## src/rtl/btn_pkg.sv

```systemverilog
// Shared types and width helpers for the push-button conditioning front end.
package btn_pkg;

  typedef enum logic [1:0] {
    StIdle        = 2'd0,
    StPressWait   = 2'd1,
    StPressed     = 2'd2,
    StReleaseWait = 2'd3
  } btn_state_e;

  function automatic int unsigned max_u(input int unsigned a, input int unsigned b);
    return (a > b) ? a : b;
  endfunction

  // Bits needed to hold the values 0..max_val.
  function automatic int unsigned cnt_width(input int unsigned max_val);
    return (max_val < 1) ? 1 : $clog2(max_val + 1);
  endfunction

  // Repeat spacing below 2 would make btn_pulse high on back-to-back cycles.
  function automatic int unsigned min_period(input int unsigned cycles);
    return (cycles < 2) ? 2 : cycles;
  endfunction

endpackage

```

## src/rtl/btn_conditioner_if.sv

```systemverilog
// Button pad and conditioned outputs bundled for the conditioner and its consumer.
interface btn_conditioner_if;

  logic btn_raw;
  logic btn_level;
  logic btn_pulse;

  modport master (
    output btn_raw,
    input  btn_level,
    input  btn_pulse
  );

  modport slave (
    input  btn_raw,
    output btn_level,
    output btn_pulse
  );

endinterface

```

## src/rtl/sync_2ff.sv

```systemverilog
// Two-flop synchroniser for a single asynchronous input, reset to 0.
module sync_2ff (
  input  logic clk_i,
  input  logic rst_i,
  input  logic d_i,
  output logic q_o
);

  logic meta_q;
  logic sync_q;

  always_ff @(posedge clk_i or posedge rst_i) begin
    if (rst_i) begin
      meta_q <= 1'b0;
      sync_q <= 1'b0;
    end else begin
      meta_q <= d_i;
      sync_q <= meta_q;
    end
  end

  assign q_o = sync_q;

endmodule

```

## src/rtl/btn_conditioner.sv

```systemverilog
// Push-button conditioner: synchronise, debounce, emit one pulse per press and
// optional auto-repeat pulses while the button is held.
module btn_conditioner
  import btn_pkg::*;
#(
  parameter int unsigned DEBOUNCE_CYCLES = 1000000,
  parameter bit          REPEAT_EN       = 1'b0,
  parameter int unsigned HOLD_CYCLES     = 50000000,
  parameter int unsigned REPEAT_CYCLES   = 10000000
) (
  input logic              clk,
  input logic              rst,
  btn_conditioner_if.slave btn_io
);

  localparam int unsigned HoldTgtI = min_period(HOLD_CYCLES);
  localparam int unsigned RepTgtI  = min_period(REPEAT_CYCLES);
  localparam int unsigned CntW     = cnt_width(DEBOUNCE_CYCLES);
  localparam int unsigned RcntW    = cnt_width(max_u(HoldTgtI, RepTgtI));

  localparam logic [CntW-1:0]  DebMax  = CntW'(DEBOUNCE_CYCLES);
  localparam logic [CntW-1:0]  CntOne  = CntW'(1);
  localparam logic [RcntW-1:0] HoldTgt = RcntW'(HoldTgtI);
  localparam logic [RcntW-1:0] RepTgt  = RcntW'(RepTgtI);

  logic s;

  btn_state_e state_q, state_d;
  logic [CntW-1:0]  cnt_q, cnt_d;
  logic [RcntW-1:0] rcnt_q, rcnt_d;
  logic             rep_q, rep_d;
  logic             level_q, level_d;
  logic             pulse_q, pulse_d;

  logic             deb_done;
  logic             rep_fire;
  logic [CntW-1:0]  cnt_inc;
  logic [RcntW-1:0] rcnt_inc;
  logic [RcntW-1:0] rcnt_tgt;

  sync_2ff u_sync (
    .clk_i (clk),
    .rst_i (rst),
    .d_i   (btn_io.btn_raw),
    .q_o   (s)
  );

  assign deb_done = (cnt_q == DebMax);
  assign cnt_inc  = (cnt_q == {CntW{1'b1}}) ? cnt_q : cnt_q + 1'b1;
  assign rcnt_inc = (rcnt_q == {RcntW{1'b1}}) ? rcnt_q : rcnt_q + 1'b1;
  // rep_q selects between the initial hold delay and the repeat period.
  assign rcnt_tgt = rep_q ? RepTgt : HoldTgt;

  always_ff @(posedge clk or posedge rst) begin
    if (rst) begin
      state_q <= StIdle;
    end else begin
      state_q <= state_d;
    end
  end

  always_comb begin
    state_d = state_q;
    case (state_q)
      StIdle: begin
        if (s) state_d = StPressWait;
      end
      StPressWait: begin
        if (!s) begin
          state_d = StIdle;
        end else if (deb_done) begin
          state_d = StPressed;
        end
      end
      StPressed: begin
        if (!s) state_d = StReleaseWait;
      end
      StReleaseWait: begin
        if (s) begin
          state_d = StPressed;
        end else if (deb_done) begin
          state_d = StIdle;
        end
      end
      default: state_d = StIdle;
    endcase
  end

  // Debounce and repeat counters; a release always takes priority over a due repeat.
  always_comb begin
    cnt_d    = cnt_q;
    rcnt_d   = rcnt_q;
    rep_d    = rep_q;
    rep_fire = 1'b0;
    case (state_q)
      StIdle: begin
        cnt_d  = s ? CntOne : '0;
        rcnt_d = '0;
        rep_d  = 1'b0;
      end
      StPressWait: begin
        if (!s || deb_done) begin
          cnt_d  = '0;
          rcnt_d = '0;
          rep_d  = 1'b0;
        end else begin
          cnt_d = cnt_inc;
        end
      end
      StPressed: begin
        if (!s) begin
          cnt_d  = CntOne;
          rcnt_d = '0;
          rep_d  = 1'b0;
        end else if (REPEAT_EN) begin
          if (rcnt_inc == rcnt_tgt) begin
            rep_fire = 1'b1;
            rcnt_d   = '0;
            rep_d    = 1'b1;
          end else begin
            rcnt_d = rcnt_inc;
          end
        end
      end
      StReleaseWait: begin
        rcnt_d = '0;
        rep_d  = 1'b0;
        if (s || deb_done) begin
          cnt_d = '0;
        end else begin
          cnt_d = cnt_inc;
        end
      end
      default: begin
        cnt_d  = '0;
        rcnt_d = '0;
        rep_d  = 1'b0;
      end
    endcase
  end

  always_comb begin
    level_d = (state_d == StPressed) || (state_d == StReleaseWait);
    pulse_d = ((state_q == StPressWait) && (state_d == StPressed)) || rep_fire;
  end

  always_ff @(posedge clk or posedge rst) begin
    if (rst) begin
      cnt_q   <= '0;
      rcnt_q  <= '0;
      rep_q   <= 1'b0;
      level_q <= 1'b0;
      pulse_q <= 1'b0;
    end else begin
      cnt_q   <= cnt_d;
      rcnt_q  <= rcnt_d;
      rep_q   <= rep_d;
      level_q <= level_d;
      pulse_q <= pulse_d;
    end
  end

  assign btn_io.btn_level = level_q;
  assign btn_io.btn_pulse = pulse_q;

endmodule

```

## src/flat_wrapper.sv

```systemverilog
// flat-port wrapper written by rule: the top's interface ports become plain ports
module btn_conditioner_flat import btn_pkg::*;
#(
  parameter int unsigned DEBOUNCE_CYCLES = 1000000,
  parameter bit          REPEAT_EN       = 1'b0,
  parameter int unsigned HOLD_CYCLES     = 50000000,
  parameter int unsigned REPEAT_CYCLES   = 10000000
)
  (clk, rst, btn_io_btn_raw, btn_io_btn_level, btn_io_btn_pulse);
  btn_conditioner_if btn_io_i ();
  input logic clk;
  input logic rst;
  input wire logic [$bits(btn_io_i.btn_raw)-1:0] btn_io_btn_raw;
  output wire logic [$bits(btn_io_i.btn_level)-1:0] btn_io_btn_level;
  output wire logic [$bits(btn_io_i.btn_pulse)-1:0] btn_io_btn_pulse;
  assign btn_io_i.btn_raw = btn_io_btn_raw;
  assign btn_io_btn_level = btn_io_i.btn_level;
  assign btn_io_btn_pulse = btn_io_i.btn_pulse;
  btn_conditioner #(.DEBOUNCE_CYCLES(DEBOUNCE_CYCLES), .REPEAT_EN(REPEAT_EN), .HOLD_CYCLES(HOLD_CYCLES), .REPEAT_CYCLES(REPEAT_CYCLES)) u_core (.clk(clk), .rst(rst), .btn_io(btn_io_i));
endmodule
```

## config.mk

```make
export PLATFORM = sky130hd
export DESIGN_NAME = btn_conditioner_flat
export DESIGN_NICKNAME = d
export VERILOG_FILES = /design/src/rtl/btn_pkg.sv /design/src/rtl/btn_conditioner_if.sv /design/src/rtl/sync_2ff.sv /design/src/rtl/btn_conditioner.sv /design/src/flat_wrapper.sv
export SDC_FILE = /design/constraint.sdc
export NUM_CORES = 1
export LEC_CHECK = 0
export BUFFER_PORTS_ARGS = -buffer_cell sky130_fd_sc_hd__buf_2
export CORE_MARGIN = 3
export CORE_UTILIZATION = 55
export DETAILED_ROUTE_END_ITERATION = 8
export HOLD_SLACK_MARGIN = 0.15
export PLACE_DENSITY = 0.74
export SYNTH_ARGS = -nofsm -noshare
export SYNTH_HDL_FRONTEND = slang
export SYNTH_SLANG_ARGS = --single-unit
```

## constraint.sdc

```tcl
create_clock -name clk -period 2.1 [get_ports clk]
set_input_delay 0.21 -clock clk [delete_from_list [all_inputs] [get_ports clk]]
set_output_delay 0.21 -clock clk [all_outputs]
set_load 0.01 [all_outputs]
```

-- Word-level counts from Yosys, hierarchy flattened
Cells that the tools add are included.
- add/subtract/negate cells: 1
- equal/unequal tests: 8
- muxes and demuxes: 13
- reductions and logical operators: 6
- operator list (operator ; number):
    two-way mux 20 bit ; 4
    case mux 20 bit (4 select lines) ; 1
    == test 20 bit (second input constant) ; 2
    adder 20 x 1 -> 20 bit (second input constant) ; 1
    two-way mux 2 bit ; 6
    == test 2 bit (second input constant) ; 4
    case mux 2 bit (4 select lines) ; 1
    logical OR 1 bit ; 3
    == test 2 x 1 -> 1 bit (second input constant) ; 1
    logical NOT 2 bit ; 1
    inequality test 2 bit (second input constant) ; 1
    logical AND 1 bit ; 1
    logical NOT 1 bit ; 1
    two-way mux 1 bit ; 1
- register bits after elaboration: 26
- input port bits: 3
- output and inout port bits: 2
- logic and storage cells: 34

-- Depth between registers and ports, before layout
Gate-level depths: netlist (run 1).
- word-level depth: 6
- depth in mapped cells: 7
- mapped depth without buffers: 6

-- Cells and area by module
A second synthesis (run 1) with hierarchy kept.
- cells, all modules: 166
- area total of the unflattened synthesis: 1590.3 um^2
- by module, submodules not included (module ; times used ; cells an instance ; area an instance (um^2) ; sequential area each (um^2)):
    btn_conditioner ; 1 ; 163 ; 1536.5 ; 575.6
    sync_2ff ; 1 ; 3 ; 53.8 ; 50.0

-- Worst setup path after synthesis (run 1)
OpenSTA, ideal clock, no wires.
- path kind: reg-to-reg
- from: register u_core.cnt_q[4]
- to: register u_core.cnt_q[15]
- library setup time: 118 ps
- arrival time: 1873 ps
- required time: 1982 ps
- slack: 109 ps
- cell stages (with the launch flop): 6
- path buffers: 0
- period minus slack after synthesis: 1991 ps
- cell sequence: dfrtp_1 or4b_1 or2_1 o31a_4 a32o_1 a21o_1
- longest elaborated chain between the ends: 4
- elaborated cells between the ends (all ways): 9
- those cells by class: 1 x add/sub; 2 x eq/ne; 4 x mux; 2 x reduce/logical
- ends and longest elaborated chain (element ; line ; RTL):
    from (decl) ; btn_conditioner.sv:29 ; logic [CntW-1:0] cnt_q, cnt_d;
    from (signal assigned) ; btn_conditioner.sv:155 ; cnt_q <= cnt_d;
    adder 20 x 1 -> 20 bit, or another cell as far along ; btn_conditioner.sv:49 ; assign cnt_inc = (cnt_q == {CntW{1'b1}}) ? cnt_q : cnt_q + 1'b1;
    two-way mux 20 bit, or another cell as far along ; btn_conditioner.sv:49 ;
    two-way mux 20 bit (on tied branches) ; btn_conditioner.sv:128, btn_conditioner.sv:102 ;
    case mux 20 bit (4 select lines) * ; btn_conditioner.sv:95 ; case (state_q)
Every way passes the cells marked *; elsewhere a longest branch is shown, timed or not.
A chain may end at the register's enable or synchronous reset.

-- Worst setup path after layout (run 1)
- from: register u_core.cnt_q[1]
- to: register u_core.cnt_q[18]
The elaborated chain is that of the path after synthesis.

==> results.toml, run 1 <==
[run_status]
status = "complete, no violations"

[drt]
route.detailed.drc = 0
routedWlPerCell_um = 18.1
routed_wl_um = 4070
via_per_inst = 6.80
vias = 1530
antenna_left = 0
firstDrtPassIters = 4
drt_iter0_markers = 112

[worst_setup_path]
crit_arrival_ns = 2.31
r2r-start = "u_core.cnt_q[1]$_DFFE_PP0P_"
cp_top_family = "simple AND/OR/NAND/NOR gates"
path_max_fanout = 4
startpoint = "u_core.cnt_q[1]$_DFFE_PP0P_"
crit_required_ns = 2.33
r2r_end = "u_core.cnt_q[18]$_DFFE_PP0P_"
start_kind = "flop"
end_kind = "flop"
reg2reg_depth = 7
worstPathCellList = "ha_4 -> nand4_1 -> or3_4 -> buf_6 -> or3_4 -> o31ai_4 -> a21oi_2"
cpMostUsedCell = "or3_4"
r2r_slack_ns = 0.02
slowest_stage = "or3_4"
path_class = "reg2reg"
critPathMaxStageDelay_ns = 0.45
cp.buffers_inverters = 1

[cells_and_area]
post_layout_nonfiller_instances = 225
drive_gt1_share_pct = 28.7
design.final.nets = 201
multi_input_area_um2 = 906
regArea_um2 = 653
syn_to_final_growth_pct = 25.1
n_fill_cell = 184
design_area_um2 = 1900
utilization_pct = 74.8
n_antenna_cell = 0

[pwr]
p_total_mw = 0.934
ir_drop_mv = 0.631
power_density_nw_per_um2 = 491
p_int_mw = 0.729
combPwrFrac_pct = 7.8
pwr-share-seq_pct = 55.0
clkPwrFrac_pct = 37.2
swShare_pct = 21.9
netSwitchingPower_mw = 0.204
power.leakage_nw = 0.744

[grt]
grt_first_pass_wirelength_um = 6470
grt_antenna_before_repair = 0
grt_max_degree = 27
gr-total-overflow = 0
grt_pass1_vias = 1409
grt.total_usage_pct = 24.9

[die]
start_util_pct = 59.8
core_um2 = 2540
rows = 18
die_w_um = 58.6
die-area_um2 = 3430
die_h_um = 58.6
ios = 5

[worst_hold_path]
hold_start = "u_core.u_sync.meta_q$_DFF_PP0_"
min_to = "u_core.u_sync.q_o$_DFF_PP0_"
worstHoldPathType = "reg2reg"
hold_depth = 0

[placed_design]
dpl.hpwl_um = 2670
dp_cells = 214
placed_area_um2 = 1700
io_buffers = 4
gp_congestion = 1.01

[synth]
synthCells = 165
muxShareOfSynthArea_pct = 1.48
synth.area.top_cells = "dfrtp_1 43%, nand4_1 4.1%, a21oi_1 3.9%"
synth_top_area_share_pct = 42.8
ys_ff_latch = 26
synth_cell_types = 46
yosys.area_share.simple_pct = 28.0
synth_edf_count = 0
synthTopCellsByCount = "26 x dfrtp_1, 12 x a21oi_1"
synth_top_family_by_area = "simple AND/OR/NAND/NOR gates"
synth-compound-area-share_pct = 19.8
syn_area_um2 = 1520
yosysMostFrequentCell = "dfrtp_1"
synthFlopType = "dfrtp_1"
ys_seq_area_share_pct = 42.8
synth-xor-area-share_pct = 1.73
ys_warn_count = 0
synthArstFlopShare_pct = 100
avgSynthCellArea_um2 = 9.22
yosysTopAreaCell = "dfrtp_1"
synth_adder_area_share_pct = 1.64
syn_nets = 170

[clock_tree]
cts_tree = "yes"
cts_max_level = 1
clockBufferDepth = 2
clkLatencyLatePin_ns = 0.33
numCtsBuffers = 3
clk_pin_slew_ns = 0.14
cts_root_buf = "clkbuf_4"
clock-sinks = 26

[sta]
tns_ns = 0
timing.fmax_mhz = 481
worst_pin_slew_ns = 0.402
period_minus_slack_ns = 2.08
setup_viol = 0
min_period_over_period_pct = 99.0
rsz0062_at_grt = "true"
hold_viol_final = 0
drv_slew = 0
slew_headroom_pct = 73.1
skew_ns = 0.00548

[run]
drv_cap = 0
[per-layer routing]
metal  vias to the layer above  part of all wire, %  track usage [%]
li1                        701                    -                -
met3                        27                  7.6             3.73
met1                       718                   43             33.0
met4                         0                  3.6             11.3
met2                        84                   46             40.4
met5                         -                    0                0
[placed cells by master (no fill, tap or decap), types with 3 or more instances in the layout]
master / n
a21oi_1: 9
a21oi_2: 3
a31oi_1: 4
a41oi_1: 3
and2_1: 3
buf_2: 4
buf_4: 24
clkbuf_4: 3
dfrtp_1: 24
inv_1: 6
nand2_1: 10
nand3_1: 9
nand4_1: 10
nor2_1: 8
nor3_1: 3
nor4_1: 4
o211ai_1: 3
o21ai_0: 10
o31ai_1: 4
or3_4: 4
or4_1: 3
[worst max path at each step]
stage | endpoint | cells after the start | slack (ns)
6_report | u_core.cnt_q[18]$_DFFE_PP0P_ | 7 | 0.02
5_1_grt | u_core.cnt_q[18]$_DFFE_PP0P_ | 7 | -0.06
4_1_cts | u_core.cnt_q[15]$_DFFE_PP0P_ | 5 | 0.01
3_5_place_dp | u_core.cnt_q[2]$_DFFE_PP0P_ | 5 | -0.05
3_3_place_gp | u_core.cnt_q[2]$_DFFE_PP0P_ | 5 | 0.05
2_1_floorplan | u_core.cnt_q[15]$_DFFE_PP0P_ | 5 | 0.11
[registers in the layout, indices dropped and copies added (netlist names)]
name and count:
u_core.u_sync.meta_q 1, u_core.cnt_q 20, u_core.state_q 2, u_core.btn_io.btn_pulse 1, u_core.u_sync.q_o 1, u_core.btn_io.btn_level 1
[cells by family after synthesis]
group                      after synthesis
AOI/OAI and AO/OA                       46
adders and majority gates                2
DFF                                     26
buffers and inverters                   13
xor gates and xnor gates                 3
and+or+nand+nor                         73
muxes                                    2
[stage by stage]
step                      worst slack [ns]  hold WS [ns]
after global placement              0.0530         0.270
after CTS                           0.0111         0.393
after detailed placement           -0.0510         0.295
final                               0.0200         0.389
after floorplan                      0.109         0.241
after global routing               -0.0610         0.404
[repair_timing]
action / in CTS / in global routing
pin swaps: 2 / 6
buffers inserted: 0 / 3
cloned: 2 / 0
hold buffers: 2 / 0
endpoints found under the hold margin: 27 / 0
gates resized for setup: 2 / 18
endpoints found under the setup margin: 6 / 15
[layout make-up]
type                       count  area share, %
clock buffer                   3           1.18
clock inverter                 1           1.58
inverter                       6           1.18
multi-input combinational    128           47.6
sequential                    26           34.3
tap                           30           1.97
timing repair buffer          31           12.2
[power by group through the flow]
stage / Combinational [mW] / Sequential, mW / Clock [mW]
4_1_cts: 0.0647 / 0.512 / 0.357
3_5_place_dp: 0.0554 / 0.522 / 0
2_1_floorplan: 0.0381 / 0.521 / 0
3_3_place_gp: 0.0535 / 0.521 / 0
6_report: 0.0730 / 0.513 / 0.347
5_1_grt: 0.0798 / 0.515 / 0.377
Note: power is estimated with default switching activity, not from simulation.
==> inputs of run 2 (changes only) <==
==> constraint.sdc (replaced) <==
create_clock -name clk -period 2.1 [get_ports clk]
set_input_delay 0.525 -clock clk [delete_from_list [all_inputs] [get_ports clk]]
set_output_delay 0.525 -clock clk [all_outputs]
set_load 0.01 [all_outputs]
==> run 2 against run 1 <==
Net effect: count of clock-buffer cells in the layout is the same; clock power is essentially flat; via count shrank 0.39%; maximum frequency is essentially flat; flip-flop and latch count is the same; sequential power is essentially flat; critical path depth shrank 1; global-route usage is essentially flat; hold slack lost 0.16 ns; largest cell class unchanged; die area is the same.
==> results.toml, run 2 (synthesis results as in run 1) <==
[run_status]
status = "complete, no violations"

[worst_setup_path]
crit_required_ns = 2.38
reg2reg_depth = 6
end_kind = "flop"
path_class = "reg2reg"
r2r_end = "u_core.cnt_q[14]$_DFFE_PP0P_"
start_kind = "flop"
path_max_fanout = 4
r2r-start = "u_core.cnt_q[1]$_DFFE_PP0P_"
crit_arrival_ns = 2.36
r2r_slack_ns = 0.02

[die]
start_util_pct = 59.8
ios = 5
die_h_um = 58.6
die-area_um2 = 3430
rows = 18
die_w_um = 58.6
core_um2 = 2540

[clock_tree]
clockBufferDepth = 2
cts_root_buf = "clkbuf_4"
cts_tree = "yes"
holdBufCountCts = 0
numCtsBuffers = 3
clock-sinks = 26
cts_max_level = 1
clkLatencyLatePin_ns = 0.33
clk_pin_slew_ns = 0.14

[drt]
antenna_left = 0
drt_iter0_markers = 111
via_per_inst = 6.83
route.detailed.drc = 0
routed_wl_um = 4050
vias = 1524
routedWlPerCell_um = 18.2
firstDrtPassIters = 5

[sta]
min_period_over_period_pct = 99.0
slew_headroom_pct = 73.0
fin_ws_ns = 0.0217
rsz0062_at_grt = "true"
drv_slew = 0
worst_pin_slew_ns = 0.404
hold_viol_final = 0
timing.fmax_mhz = 481
skew_ns = 0.00302
period_minus_slack_ns = 2.08
setup_viol = 0
tns_ns = 0

[grt]
grt_pass1_vias = 1413
grt.total_usage_pct = 24.9
grt_max_degree = 27
busiest_layer = "met2"
gr-total-overflow = 0
grt_first_pass_wirelength_um = 6490
gr-usage-met2_pct = 40.7
grtUsageMet1_pct = 32.8
grt_antenna_before_repair = 0
met3_usage_pct = 3.73

[pwr]
p_total_mw = 0.929
power_density_nw_per_um2 = 494
power.leakage_nw = 0.736
ir_drop_mv = 0.632

[placed_design]
preCtsSetupSlack_ns = -0.0510
gp_congestion = 1.01
dp_cells = 214
dpl.hpwl_um = 2670
io_buffers = 4

[cells_and_area]
post_layout_nonfiller_instances = 223
syn_to_final_growth_pct = 23.8
multi_input_area_um2 = 906
n_fill_cell = 186
top_register = "u_core.cnt_q"
n_antenna_cell = 0
largest_reg_flops = 20
reg_top3 = "u_core.cnt_q x20, u_core.state_q x2"
design.final.nets = 199
layout_common_cells = "24 x buf_4, 24 x dfrtp_1, 10 x nand2_1, 10 x nand4_1, 10 x o21ai_0"
drive_gt1_share_pct = 29.0
regArea_um2 = 653

[worst_hold_path]
worstHoldPathType = "in2async"

[run]
drv_cap = 0
[run 2: changes by cell type in the layout (fill, tap and decap cells not counted), sizes merged]
cell,delta
dlygate4sd3,-2
[run 2: what timing repair did]
action / CTS / global route
endpoints found under the hold margin: 0 / 0
resized for setup: 2 / 18
cloned: 2 / 0
pin swaps: 2 / 6
endpoints found under the setup margin: 6 / 15
setup buffers: 0 / 3
[run 2: power by group]
| group | internal [mW] | switching, mW |
|---|---|---|
| clock | 0.193 | 0.153 |
| combinational | 0.0273 | 0.0422 |
| sequential | 0.506 | 0.00706 |
[run 2: metal layers]
layer  up-vias  part of all wire [%]
li1        696                     -
met1       712                    42
met2        97                    47
met5         -                     0
met3        19                   7.9
met4         0                   2.8
[run 2: worst max-delay path by stage]
stage,slack [ns],depth (start not counted),start,end
floorplan,0.11,5,u_core.cnt_q[4]$_DFFE_PP0P_,u_core.cnt_q[15]$_DFFE_PP0P_
global placement,0.05,5,u_core.cnt_q[4]$_DFFE_PP0P_,u_core.cnt_q[2]$_DFFE_PP0P_
detailed placement,-0.05,5,u_core.cnt_q[4]$_DFFE_PP0P_,u_core.cnt_q[2]$_DFFE_PP0P_
CTS,0.01,5,u_core.cnt_q[4]$_DFFE_PP0P_,u_core.cnt_q[15]$_DFFE_PP0P_
global route,-0.06,7,u_core.cnt_q[0]$_DFFE_PP0P_,u_core.cnt_q[18]$_DFFE_PP0P_
finish,0.02,6,u_core.cnt_q[1]$_DFFE_PP0P_,u_core.cnt_q[14]$_DFFE_PP0P_
[run 2: critical path: stages, from the launching register on]
cell and delay (ns):
dfrtp_1 0.42, ha_4 0.15, nand4_1 0.16, or3_4 0.45, or3_4 0.35, or4_1 0.40, nand3_1 0.09
[run 2: layout make-up]
type,instances,share of cell area (%)
clock inverters,1,1.59
clock buffers,3,1.20
repair buffers,29,11.2
multi-input cells,128,48.1
well taps,30,1.99
flip-flops and latches,26,34.7
inverters,6,1.20
[run 2: through the flow]
step / area [um2] / hold WS, ns / util (%)
final: 1880 / 0.230 / 74.0
after global routing: 1880 / 0.233 / 74.0
after CTS: 1770 / 0.237 / 69.7
after detailed placement: 1700 / 0.359 / 66.7
after global placement: 1700 / 0.361 / 66.7
after floorplan: 1520 / 0.331 / -
